[config.mk]
export PLATFORM = sky130hd
export DESIGN_NAME = rr_port_arbiter
export DESIGN_NICKNAME = d
export VERILOG_FILES = /design/src/rtl/rr_port_arbiter.sv
export SDC_FILE = /design/constraint.sdc
export NUM_CORES = 1
export LEC_CHECK = 0
export CORE_ASPECT_RATIO = 1.5
export CORE_UTILIZATION = 44
export CTS_CLUSTER_SIZE = 30
export DETAILED_ROUTE_END_ITERATION = 12
export GPL_TIMING_DRIVEN = 0
export PLACE_DENSITY = 0.65
export SLEW_MARGIN = 10
export SYNTH_ARGS = -nofsm -noshare
export SYNTH_HDL_FRONTEND = slang
export SYNTH_SLANG_ARGS = --single-unit
[constraint.sdc]
create_clock -name clk -period 4 [get_ports clk]
set_input_delay 0.8 -clock clk [delete_from_list [all_inputs] [get_ports clk]]
set_output_delay 0.8 -clock clk [all_outputs]
set_load 0.05 [all_outputs]
[src/rtl/rr_port_arbiter.sv]
// rr_port_arbiter
//   Per-output-port switch arbiter. Picks one of N requesting input ports,
//   then holds the grant (wormhole lock) until the winning packet's tail flit
//   crosses. Arbitration order is round-robin (MODE 0) or fixed priority with
//   the lowest index winning (MODE 1).
//
// Ports
//   clk        clock, rising edge
//   rst        asynchronous active-high reset
//   req        per-input request for this output
//   tail       per-input "head flit is a tail flit", qualified by req
//   credit_ok  downstream can accept a flit this cycle
//   select     registered one-hot crossbar select, all-zero when idle
//   busy       registered, high while a packet holds the output
//   xfer       combinational per-input transfer strobe
module rr_port_arbiter #(
   parameter int unsigned N    = 5,
   parameter int unsigned MODE = 0
) (
   input  logic         clk,
   input  logic         rst,
   input  logic [N-1:0] req,
   input  logic [N-1:0] tail,
   input  logic         credit_ok,
   output logic [N-1:0] select,
   output logic         busy,
   output logic [N-1:0] xfer
);

   localparam int unsigned PtrW = $clog2(N);

   logic [N-1:0]    select_q, select_d;
   logic            busy_q, busy_d;
   logic [PtrW-1:0] ptr_q, ptr_d;
   logic [PtrW-1:0] ptr_after_owner;
   logic            tail_xfer;

   // First set bit of c scanning from p upward with wrap (MODE 0), or the
   // lowest set bit (MODE 1). Returns one-hot, all-zero if c is empty.
   function automatic logic [N-1:0] arbitrate(input logic [N-1:0]    c,
                                              input logic [PtrW-1:0] p);
      logic [N-1:0] w;
      logic         found;
      int unsigned  idx;
      w     = '0;
      found = 1'b0;
      for (int unsigned k = 0; k < N; k++) begin
         if (MODE == 1) begin
            idx = k;
         end else begin
            idx = 32'(p) + k;
            if (idx >= N) idx = idx - N;
         end
         if (!found && c[idx]) begin
            w[idx] = 1'b1;
            found  = 1'b1;
         end
      end
      return w;
   endfunction

   assign xfer      = select_q & req & {N{credit_ok}};
   assign tail_xfer = |(xfer & tail);
   assign select    = select_q;
   assign busy      = busy_q;

   // Index just past the current owner, wrapping N-1 -> 0.
   always_comb begin
      ptr_after_owner = '0;
      for (int unsigned i = 0; i < N; i++) begin
         if (select_q[i]) ptr_after_owner = (i == N - 1) ? '0 : PtrW'(i + 1);
      end
   end

   always_comb begin
      logic [N-1:0] win;
      select_d = select_q;
      busy_d   = busy_q;
      ptr_d    = ptr_q;
      win      = '0;
      if (!busy_q) begin
         if ((|req) && credit_ok) begin
            select_d = arbitrate(req, ptr_q);
            busy_d   = 1'b1;
         end
      end else if (tail_xfer) begin
         ptr_d = ptr_after_owner;
         // The released owner's flit just left, so it cannot win this edge.
         win   = arbitrate(req & ~select_q, ptr_after_owner);
         if ((|win) && credit_ok) begin
            select_d = win;
         end else begin
            select_d = '0;
            busy_d   = 1'b0;
         end
      end
   end

   always_ff @(posedge clk or posedge rst) begin
      if (rst) begin
         select_q <= '0;
         busy_q   <= 1'b0;
         ptr_q    <= '0;
      end else begin
         select_q <= select_d;
         busy_q   <= busy_d;
         ptr_q    <= ptr_d;
      end
   end

endmodule

[Yosys cells after proc, flatten, opt, wreduce, memory -nomap -nowiden]
Cells that the tools add are included.
Operators by class
  reductions and logical operators: 34
  muxes and demuxes: 135
  magnitude comparators: 30
  add/subtract/negate cells: 18
  bitwise gates (word level): 13
  equality and inequality tests: 1
Operators by type and width (count)
  2-to-1 mux 32 bit: 30
  >= comparator 32 x 1 -> 1 bit (second input constant): 10
  < comparator 32 x 4 -> 1 bit (second input constant): 10
  2-to-1 mux 5 bit: 32
  2-to-1 mux 1 bit: 49
  OR 5 bit: 8
  subtractor 4 x 3 -> 5 bit (second input constant): 8
  >= comparator 4 x 3 -> 1 bit (second input constant): 8
  binary-select mux 1 bit (select 3 bit): 10
  demux 1 bit (select 3 bit): 10
  bitwise AND 5 bit: 4
  logical AND 1 bit: 20
  adder 3 x 2 -> 4 bit (second input constant): 4
  OR reduction 5 bit: 3
  adder 3 x 1 -> 4 bit (second input constant): 2
  adder 3 x 3 -> 4 bit (second input constant): 2
  logical NOT 1 bit: 8
  subtractor 3 x 3 -> 4 bit (second input constant): 2
  >= comparator 3 bit (second input constant): 2
  2-to-1 mux 3 bit: 2
  inverter 5 bit: 1
  2-to-1 mux 2 bit: 2
  AND reduction 2 bit: 2
  inequality test 2 x 1 -> 1 bit (second input constant): 1
  nonzero test 2 bit: 1
Storage, ports and cells
  bits in registers: 9
  output and inout bits: 11
  input port bits: 13
  word-level logic and storage cells: 234

[Longest topological paths before layout]
Gate-level depths: netlist (run 1).
  depth after elaboration: 39
  depth in mapped cells: 16
  depth with buffers taken out: 14

[Least setup slack after synthesis (run 1)]
Ideal clock, no wire load.
  path kind: register -> register
  start point: register select_q[4] (netlist: select[4])
  end point: register select_q[0] (netlist: select[0])
  setup slack: -0.025 ns
  required time: 3.874 ns
  period minus slack after synthesis: 4.025 ns
  stages on the path, launching flop included: 17
  buffers on the path: 2
  library setup time: 0.126 ns
  data arrival time: 3.899 ns
  path through: dfrtp_1 nor2_1 o21ai_4 clkbuf_1 ha_1 inv_1 ha_1 o21bai_1 a21oi_1 a31o_2 o32ai_1 buf_2 a211o_1 o211ai_1 a311o_1 a32o_1 o32a_1
Between the ends
  word-level cells in the longest chain between the ends: 35
  elaborated cells between the ends (all ways): 117
  classes of those cells: 9 x add/sub; 15 x order compare; 1 x eq/ne; 66 x mux; 9 x bitwise; 17 x reduce/logical
RTL lines
  start, declared: RTL line 32  | logic [N-1:0] select_q, select_d;
  start signal, assigned: RTL line 105  | select_q <= select_d;
  parallel branches: the longest is 35 deep, another holds >= comparator 32 x 1 -> 1 bit
Several ways; the timed one is not identified. The select of a mux whose other input is x is not followed.
A chain may end at the register's enable or synchronous reset.

[Worst setup path in the final report (run 1)]
  start point: register select_q[0] (netlist: select[0])
  end point: register select_q[0] (netlist: select[0])
Between the ends
  word-level cells in the longest chain between the ends: 39
  elaborated cells between the ends (all ways): 121
  classes of those cells: 9 x add/sub; 15 x order compare; 1 x eq/ne; 70 x mux; 9 x bitwise; 17 x reduce/logical
RTL lines
  2-to-1 mux 1 bit (*): RTL line 71  | if (select_q[i]) ptr_after_owner = (i == N - 1) ? '0 : PtrW'(i + 1);
  2-to-1 mux 2 bit (*) (2 in series): RTL line 71
  2-to-1 mux 3 bit (*) (2 in series): RTL line 71
  via ptr_after_owner[0]: RTL line 35  | logic [PtrW-1:0] ptr_after_owner;
  parallel branches: the longest is 26 deep, another holds >= comparator 32 x 1 -> 1 bit
  2-to-1 mux 5 bit (*): RTL line 54  | if (!found && c[idx]) begin
  2-to-1 mux 5 bit (*): RTL line 86  | end else if (tail_xfer) begin
  2-to-1 mux 5 bit (*): RTL line 81  | if (!busy_q) begin
  OR reduction 5 bit: RTL line 90  | if ((|win) && credit_ok) begin
  logical AND 1 bit: RTL line 90
  2-to-1 mux 5 bit (*): RTL line 90
  2-to-1 mux 5 bit (*): RTL line 86
  2-to-1 mux 5 bit (*): RTL line 81
Mark *: on every way through the listed nets, which the timed path passes. The select of a mux whose other input is x is not followed.

==> metrics.cfg, run 1 <==
[layout]
final_cell_mix=nor2_1 (38), nand2_1 (31), o21ai_0 (31), a21oi_1 (27), nand3_1 (21)
final_common_cell=nor2_1
drive_gt1_share_pct=19.72
nets=535
n_antenna_cell=0
area_growth_pct=24.35

[synth]
synth_flop_cell=dfrtp_1
ys_ff_latch=9
ys_seq_area_share_pct=7.151
syn_nets=497
synthArstFlopShare_pct=100.0
synth_cells=460
synth_top_area_cell=ha_1
synth_edf_count=0
synth_area_um2=3149
synth_warnings=0
synth_cell_types=76
synth_top_area_share_pct=9.138
ys_top_cells_by_area=ha_1 (9.1%), dfrtp_1 (7.2%), a21oi_1 (4.9%), o21ai_0 (4.9%), nor2_1 (4.8%)
post_synth.cell_area_avg_um2=6.846

[placement]
dp.final_hpwl_um=9844
gp_congestion=0.9464
portBuffers=21

[sta]
relSlewSlack_pct=60.97
tightest_slew_ps=579.3
slew_violations=0
final.setup_skew_ps=0.3904
post-route-min-period_ps=3933
tns_ps=0
fmax_mhz=254.2
hold_violations=0
setup_viol=0
period_share_pct=98.34
rsz0062_at_grt=no

[clocking]
max-clock-path-buffers=2
clk_latency_ps=240
cts_made_buffers=3
cts-root-buf=clkbuf_8
clk_pin_slew_ps=40
htreeDepth=1
cts_hold_buf=0
cts.sinks=9
tritoncts=done

[global_routing]
antenna_found_initial=0
grt-ovfl-total=0
grt.total_usage_pct=35.17
grt_pass1_wl_um=20230
grt_pass1_vias=3748
grt_max_degree=14

[drt]
first_pass_iters=9
wl_per_cell_um=22.78
totalWireLength_um=13100
drtIter0Drc=445
via_per_inst=7.085
drc=3
drtAntennaViolNets=0
dr_total_vias=4074

[critical_path]
crit_arrival_ps=4050
worstPathMaxFanout=11
worstSetupEndpointType=flop
critical_path_class=flop to flop
r2r_setup_slack_ps=70
required_ps=4110
reg2reg_depth=16
rr_startpoint=select[0]
start_kind=flop
rr_endpoint=select[0]

[run_status]
status=finished with violations
violations=DRC

[die]
pin_count=24
start_util_pct=45.66
die_h_um=105.6
die_w_um=71.08
rows=37
die_area_um2=7507
core-area_um2=6898

[hold_path]
hold_end=ptr_q[1]
hold_start=ptr_q[1]
hold_class=flop to flop
min_path_cells=2

[job]
cap_violations=0

==> cell families after synthesis <==
| group | share of synthesized area [%] |
|---|---|
| simple gates | 33.02 |
| compound gates | 36.99 |
| buf+inv | 6.595 |
| flops | 7.151 |
| mux | 4.529 |
| xor+xnor | 1.947 |
| fa+ha+maj | 9.774 |
==> synthesized netlist by cell type, types with 7 or more instances <==
| cell | n |
|---|---|
| nor2_1 | 40 |
| nor3_1 | 18 |
| mux2i_1 | 12 |
| ha_1 | 23 |
| clkbuf_1 | 15 |
| a21oi_1 | 31 |
| nand3_1 | 21 |
| a211oi_1 | 10 |
| o22ai_1 | 8 |
| nor2b_1 | 7 |
| inv_1 | 21 |
| buf_2 | 7 |
| nand2_1 | 33 |
| nand2b_1 | 10 |
| dfrtp_1 | 9 |
| o21ai_0 | 31 |
| and3_1 | 9 |
| nor4_1 | 9 |
==> registers in the layout (all words and copies together), names as in the netlist <==
| register | cells |
|---|---|
| ptr_q | 3 |
| busy | 1 |
| select | 5 |
==> repair_timing <==
action | in CTS | in global routing
setup endpoints to repair | 6 | 6
buffers inserted | 4 | 10
pin swaps | 5 | 11
hold endpoints to repair | 0 | 0
gates resized for setup | 45 | 36
==> worst max-delay path by stage <==
stage                         start         to  cells after the start
after CTS                 select[1]  select[0]                     16
after floorplan           select[0]  select[0]                     15
final                     select[0]  select[0]                     16
after detailed placement  select[0]       busy                     14
after global placement    select[0]       busy                     14
after global routing      select[1]  select[0]                     16
==> stage by stage <==
step	util, %	cells	area, um^2	setup slack (ps)	hold WS [ps]
global route	56.77	575	3916	1.013	762.9
global placement	50.15	559	3460	-1067	762.8
CTS	53.36	565	3681	3.535	729.9
detailed placement	50.15	559	3460	-1017	765.2
finish	56.77	575	3916	66.53	716.9
floorplan	-	460	3152	30.82	627.9
==> layout make-up <==
class                           count  area [um^2]
Fill cell                         684         2982
Buffer                             26        155.1
Timing Repair Buffer               35        315.3
Inverter                           22        90.09
Sequential cell                     9        231.5
Tap cell                           78        97.59
Multi-Input combinational cell    401         2982
Clock buffer                        4        45.04
==> per-layer routing <==
metal  vias to the layer above  wire length [um]  GRT usage [%]
met1                      1897              4672          37.19
met3                        87               630          3.155
met5                         -                 0              0
li1                       1852                 -              -
met4                         0              1078          24.29
met2                       238              6719          64.29
==> worst max-delay path, cell delays in order (launching register included) <==
cell and delay (ps):
dfrtp_2 400, and2b_4 200, o21ai_4 240, inv_2 100, buf_6 180, ha_4 200
and3b_1 230, or3b_2 470, a21oi_2 200, o32ai_4 120, buf_6 170, clkbuf_2 140
nand4_1 90, o211ai_1 110, a311o_1 390, a32o_1 280, o32a_1 290
Power of run 1 is left out: the tool's default activity adds up to more than one toggle a clock period on the data nets, which glitch-free logic cannot reach.
==> run 2, diff against run 1 <==
Settings changed: CAP_MARGIN set to 20.
==> results of run 2 <==
The final DEF is identical to that of run 1; final timing and power are the same.
Power of run 2 is left out for the same reason.
